==> config.mk <==
export PLATFORM = sky130hd
export DESIGN_NAME = cs_byte_packer_flat
export DESIGN_NICKNAME = d
export VERILOG_FILES = /design/src/rtl/cs_pkg.sv /design/src/rtl/cs_byte_packer_if.sv /design/src/rtl/cs_byte_packer.sv /design/src/flat_wrapper.sv
export SDC_FILE = /design/constraint.sdc
export NUM_CORES = 1
export LEC_CHECK = 0
export CAP_MARGIN = 15
export CORE_MARGIN = 10
export CORE_UTILIZATION = 35
export DETAILED_ROUTE_END_ITERATION = 16
export SYNTH_ARGS = -nofsm -noshare
export SYNTH_HDL_FRONTEND = slang
export SYNTH_SLANG_ARGS = --single-unit
==> constraint.sdc <==
create_clock -name clk -period 3 [get_ports clk]
set_input_delay 0.75 -clock clk [delete_from_list [all_inputs] [get_ports clk]]
set_output_delay 0.75 -clock clk [all_outputs]
set_load 0.005 [all_outputs]
==> src/rtl/cs_pkg.sv <==
// Shared CheckSum (CS) definitions: data/result field widths, the packed word geometry
// and the byte packer state encoding, reused by the packer and by CS benches.
package cs_pkg;

   localparam int WIDTH_DATA_1   = 384;
   localparam int WIDTH_DATA_2   = 128;
   localparam int WIDTH_RESULT_1 = 32;
   localparam int WIDTH_RESULT_2 = 16;

   localparam int BYTE_W     = 8;
   localparam int WORD_W     = WIDTH_DATA_1 + WIDTH_DATA_2;
   localparam int WORD_BYTES = WORD_W / BYTE_W;
   localparam int LEN_W      = $clog2(WORD_BYTES) + 1;

   typedef logic [WORD_W-1:0] cs_word_t;
   typedef logic [LEN_W-1:0]  cs_len_t;

   typedef enum logic [1:0] {
      IDLE  = 2'd0,
      FILL  = 2'd1,
      ISSUE = 2'd2,
      WAIT  = 2'd3
   } packer_state_e;

endpackage

==> src/rtl/cs_byte_packer_if.sv <==
// Byte stream in, CS word out. The master side feeds bytes and reports CS completion;
// the slave side is the packer.
interface cs_byte_packer_if;
   import cs_pkg::*;

   logic                s_valid;
   logic                s_ready;
   logic [BYTE_W-1:0]   s_data;
   logic                s_last;
   logic                m_valid;
   cs_word_t            m_data;
   cs_len_t             m_len;
   logic                cs_done;

   modport master (
      output s_valid, s_data, s_last, cs_done,
      input  s_ready, m_valid, m_data, m_len
   );

   modport slave (
      input  s_valid, s_data, s_last, cs_done,
      output s_ready, m_valid, m_data, m_len
   );

endinterface

==> src/rtl/cs_byte_packer.sv <==
// Packs up to 64 stream bytes MSB-first into one 512-bit CS word, pulses m_valid once,
// then holds the word until CS signals completion. All outputs come straight from flops.
module cs_byte_packer
   import cs_pkg::*;
(
   input  logic             clk,
   input  logic             rst,
   cs_byte_packer_if.slave  bus
);

   packer_state_e state_q, state_d;
   cs_len_t       cnt_q, cnt_d;
   cs_word_t      data_q, data_d;
   logic          s_ready_q, s_ready_d;
   logic          m_valid_q, m_valid_d;

   always_comb begin
      // NOTE: every comb output gets a default first so no path can infer a latch.
      state_d = state_q;
      cnt_d   = cnt_q;
      data_d  = data_q;

      unique case (state_q)
         IDLE, FILL: begin
            // s_ready_q is only set in IDLE/FILL, so it doubles as the accept qualifier.
            if (bus.s_valid && s_ready_q) begin
               // Byte k lands at bit (63-k)*8, i.e. {~k, 3'b000}.
               data_d[{~cnt_q[5:0], 3'b000} +: BYTE_W] = bus.s_data;
               cnt_d   = cnt_q + cs_len_t'(1);
               state_d = (bus.s_last || cnt_q == cs_len_t'(WORD_BYTES - 1)) ? ISSUE : FILL;
            end
         end
         ISSUE, WAIT: begin
            if (bus.cs_done) begin
               state_d = IDLE;
               cnt_d   = '0;
               data_d  = '0;
            end else begin
               state_d = WAIT;
            end
         end
      endcase

      s_ready_d = (state_d == IDLE) || (state_d == FILL);
      m_valid_d = (state_d == ISSUE);
   end

   // NOTE: sequential state uses non-blocking assignments only; the comb block above uses blocking.
   always_ff @(posedge clk) begin
      if (rst) begin
         state_q   <= IDLE;
         cnt_q     <= '0;
         data_q    <= '0;
         s_ready_q <= 1'b0;
         m_valid_q <= 1'b0;
      end else begin
         state_q   <= state_d;
         cnt_q     <= cnt_d;
         data_q    <= data_d;
         s_ready_q <= s_ready_d;
         m_valid_q <= m_valid_d;
      end
   end

   assign bus.s_ready = s_ready_q;
   assign bus.m_valid = m_valid_q;
   assign bus.m_data  = data_q;
   assign bus.m_len   = cnt_q;

endmodule

==> src/flat_wrapper.sv <==
// flat-port wrapper written by rule: the top's interface ports become plain ports
module cs_byte_packer_flat import cs_pkg::*;
  (clk, rst, bus_s_valid, bus_s_data, bus_s_last, bus_cs_done, bus_s_ready, bus_m_valid, bus_m_data, bus_m_len);
  cs_byte_packer_if bus_i ();
  input  logic clk;
  input  logic rst;
  input wire logic [$bits(bus_i.s_valid)-1:0] bus_s_valid;
  input wire logic [$bits(bus_i.s_data)-1:0] bus_s_data;
  input wire logic [$bits(bus_i.s_last)-1:0] bus_s_last;
  input wire logic [$bits(bus_i.cs_done)-1:0] bus_cs_done;
  output wire logic [$bits(bus_i.s_ready)-1:0] bus_s_ready;
  output wire logic [$bits(bus_i.m_valid)-1:0] bus_m_valid;
  output wire logic [$bits(bus_i.m_data)-1:0] bus_m_data;
  output wire logic [$bits(bus_i.m_len)-1:0] bus_m_len;
  assign bus_i.s_valid = bus_s_valid;
  assign bus_i.s_data = bus_s_data;
  assign bus_i.s_last = bus_s_last;
  assign bus_i.cs_done = bus_cs_done;
  assign bus_s_ready = bus_i.s_ready;
  assign bus_m_valid = bus_i.m_valid;
  assign bus_m_data = bus_i.m_data;
  assign bus_m_len = bus_i.m_len;
  cs_byte_packer u_core (.clk(clk), .rst(rst), .bus(bus_i));
endmodule
==> reports/metrics.csv <==
metric;value;unit
DRC viols;0;
FF-to-FF setup slack;50;ps
Hold-fix buffers, CTS;0;
Critical Path AT;3430;ps
first-iteration detailed-routing DRC count;1045;
WP depth;7;
#FFs+latches synth;522;
Worst-path clk slew;60;ps
Tmin final;2947;ps
Hold Path Origin;u_core.bus.m_data[65]$_SDFFE_PP0P_;
routed len/inst;26.59;microns
Buf+Inv Stages, Crit Path;1;
ys flop type;dfxtp_1;
Critical Path Source Type;flip-flop;
Worst Max-Slew Pin Slew;914.8;ps
crit-path max FO;8;
RSZ-0062 raised after global routing;false;
Post-synth EDFFs;0;
Syn Area/Cell;11.76;sq um
delay-heaviest family, CP;simple AND/OR/NAND/NOR gates;
via/cell ratio;5.454;
full die area;60550;sq um
Port Buf Inserts;533;
setup_tns;0;ps
synth top area cells;dfxtp_1, a22o_1, o2bb2ai_1, nand2_1, clkbuf_1;
Leak Pwr;9.529;nW
PostCTS Resize Cnt;0;
via count;15370;
routed wire length;74920;microns
DP HPWL;55740;microns
status;completed;
io pins;534;
initial antenna violation count;0;
final setup fails;0;
core area;50380;sq um
Slowest cell on crit path;nor3_2;
commonest non-fill, non-tap cell in the layout;clkdlybuf4s50_1;
vias in the first global route;15520;
yosys warns;0;
R2R depth;7;
leading area contributor after synthesis;dfxtp_1;
post-synth cell types;69;
CTS root buf;clkbuf_16;
Synth async-reset ratio;0;%
maximum VDD drop;0.0003950;V
Final ANT Viol Nets;0;
CP endpoint kind;flip-flop;
Die X;246.1;microns
Final Power;14.07;mW
first-pass GRT wire length;108700;microns
setup bufs post-CTS;0;
synthesized area;17890;sq um
PwrDens;535.1;nW/um^2
Crit path required time;3490;ps
TritonRoute pass-1 iters;5;
share of layout cells above drive strength 1;13.01;%
worst path cell trace;ha_1 -> xnor2_1 -> buf_4 -> nand2_1 -> nor3_2 -> a21oi_1 -> a22o_1;
RR Startpoint;u_core.bus.m_len[1]$_SDFFE_PP0P_;
CTS Buf Count;53;
Final Hold Viols;0;
commonest cells after routing, fill and taps aside;clkdlybuf4s50_1, dfxtp_1, a22o_1;
Mapped Cells;1521;
Tcrit/Tclk final;98.23;%
maximum number of pins on one net before global-route repair;48;
grt total ovfl;0;
Hold Crit Class;reg -> reg;
routability cong.;0.8597;
nets@finish;2119;
Worst-Skew Late Latency;600;ps
critical path's largest stage delay;680;ps
Hold Path Depth;2;
Worst Skew;27.32;ps
Achievable Freq;339.4;MHz
Starting Density;35.50;%
part of the Yosys area used for sequential elements;58.43;%
CTS tree;built;
CP Class;reg -> reg;
max_cap viols;0;
max-slew violation count;0;
antenna diode count;0;
top cell type's share of synthesized area;58.43;%
gr usage total;23.55;%
Sink Count;522;
CTS max path bufs;3;
syn nets;1535;
Hold Path Sink;u_core.bus.m_data[65]$_SDFFE_PP0P_;
H-tree depth;2;
worst flop-to-flop path endpoint;u_core.bus.m_data[428]$_SDFFE_PP0P_;
Area Growth Syn to Fin;47.01;%
Rel. slew slack;38.68;%
FP Rows;82;
Die Ht;246.1;microns
worst reg2reg max path, stage by stage, from the launching register on:
cell     delay [ps]
dfxtp_1         340
ha_1            420
xnor2_1         170
buf_4           190
nand2_1         330
nor3_2          680
a21oi_1         390
a22o_1          320
synth_stat cells, types with 17 or more instances:
| cell type | instances |
|---|---|
| a21oi_2 | 26 |
| mux2i_1 | 18 |
| dfxtp_1 | 522 |
| a21oi_1 | 40 |
| o2bb2ai_1 | 110 |
| clkbuf_1 | 63 |
| nand2_1 | 101 |
| nor2_1 | 45 |
| buf_2 | 23 |
| a32o_1 | 19 |
| and2_1 | 17 |
| a22o_1 | 333 |
routing by layer:
metal  vias up  wire, microns  global-route usage (%)
li1       7005              -                       -
met1      7586          31260                   29.19
met2       643          34680                   38.33
met3       131           6402                   6.730
met4         0           2580                   8.477
met5         -              0                       0
final cells by class:
cell class,count,area [sq um]
Inverter,2,7.507
Multi-Input combinational cell,889,7000
Clock buffer,81,1563
Fill cell,4390,24080
Timing Repair Buffer,637,6286
Tap cell,672,840.8
Clock inverter,14,146.4
Sequential cell,522,10450
power by group:
| group | switching, mW | total [mW] | leakage, nW | internal [mW] |
|---|---|---|---|---|
| Combinational | 0.427 | 0.587 | 4.49 | 0.160 |
| Clock | 2.77 | 6.53 | 0.831 | 3.76 |
| Sequential | 0.00946 | 6.95 | 4.20 | 6.94 |
state kept, by name, summed over array words and instances, names as in the netlist:
signal              cells
u_core.bus.m_data     512
u_core.bus.m_len        7
u_core.bus.m_valid      1
u_core.bus.s_ready      1
u_core.state_q          1
kinds of logic after synthesis:
family / count (synthesis) / synth area share [%]
AO/OA/AOI/OAI: 619 / 30.29
flip-flops: 522 / 58.43
AND/OR/NAND/NOR: 248 / 7.149
buffers and inverters: 110 / 2.868
multiplexers: 18 / 1.007
XOR/XNOR: 3 / 0.1889
adder cells (fa/ha/maj): 1 / 0.06994
worst max path at each step:
stage,from,to,slack [ps]
finish,u_core.bus.m_len[1]$_SDFFE_PP0P_,u_core.bus.m_data[428]$_SDFFE_PP0P_,50
global placement,bus_s_valid,u_core.bus.m_data[427]$_SDFFE_PP0P_,-110
floorplan,u_core.bus.m_len[0]$_SDFFE_PP0P_,u_core.bus.m_data[339]$_SDFFE_PP0P_,540
CTS,u_core.bus.m_len[2]$_SDFFE_PP0P_,bus_m_len[2],60
global route,u_core.bus.m_len[1]$_SDFFE_PP0P_,u_core.bus.m_data[428]$_SDFFE_PP0P_,4
detailed placement,bus_s_valid,u_core.bus.m_data[431]$_SDFFE_PP0P_,-130
per-stage QoR:
step	hold WS, ps	instance area (sq um)	utilization (%)	setup slack, ps	cells
finish	460.4	26290	52.20	53.24	2817
global route	475.7	26290	52.20	4.386	2817
CTS	461.7	26280	52.17	64.62	2817
detailed placement	445.7	24570	48.77	-127.4	2722
global placement	445.2	24570	48.77	-106.0	2722
floorplan	451.7	17890	-	543.5	1521
Power figures use the tool's default switching activity.
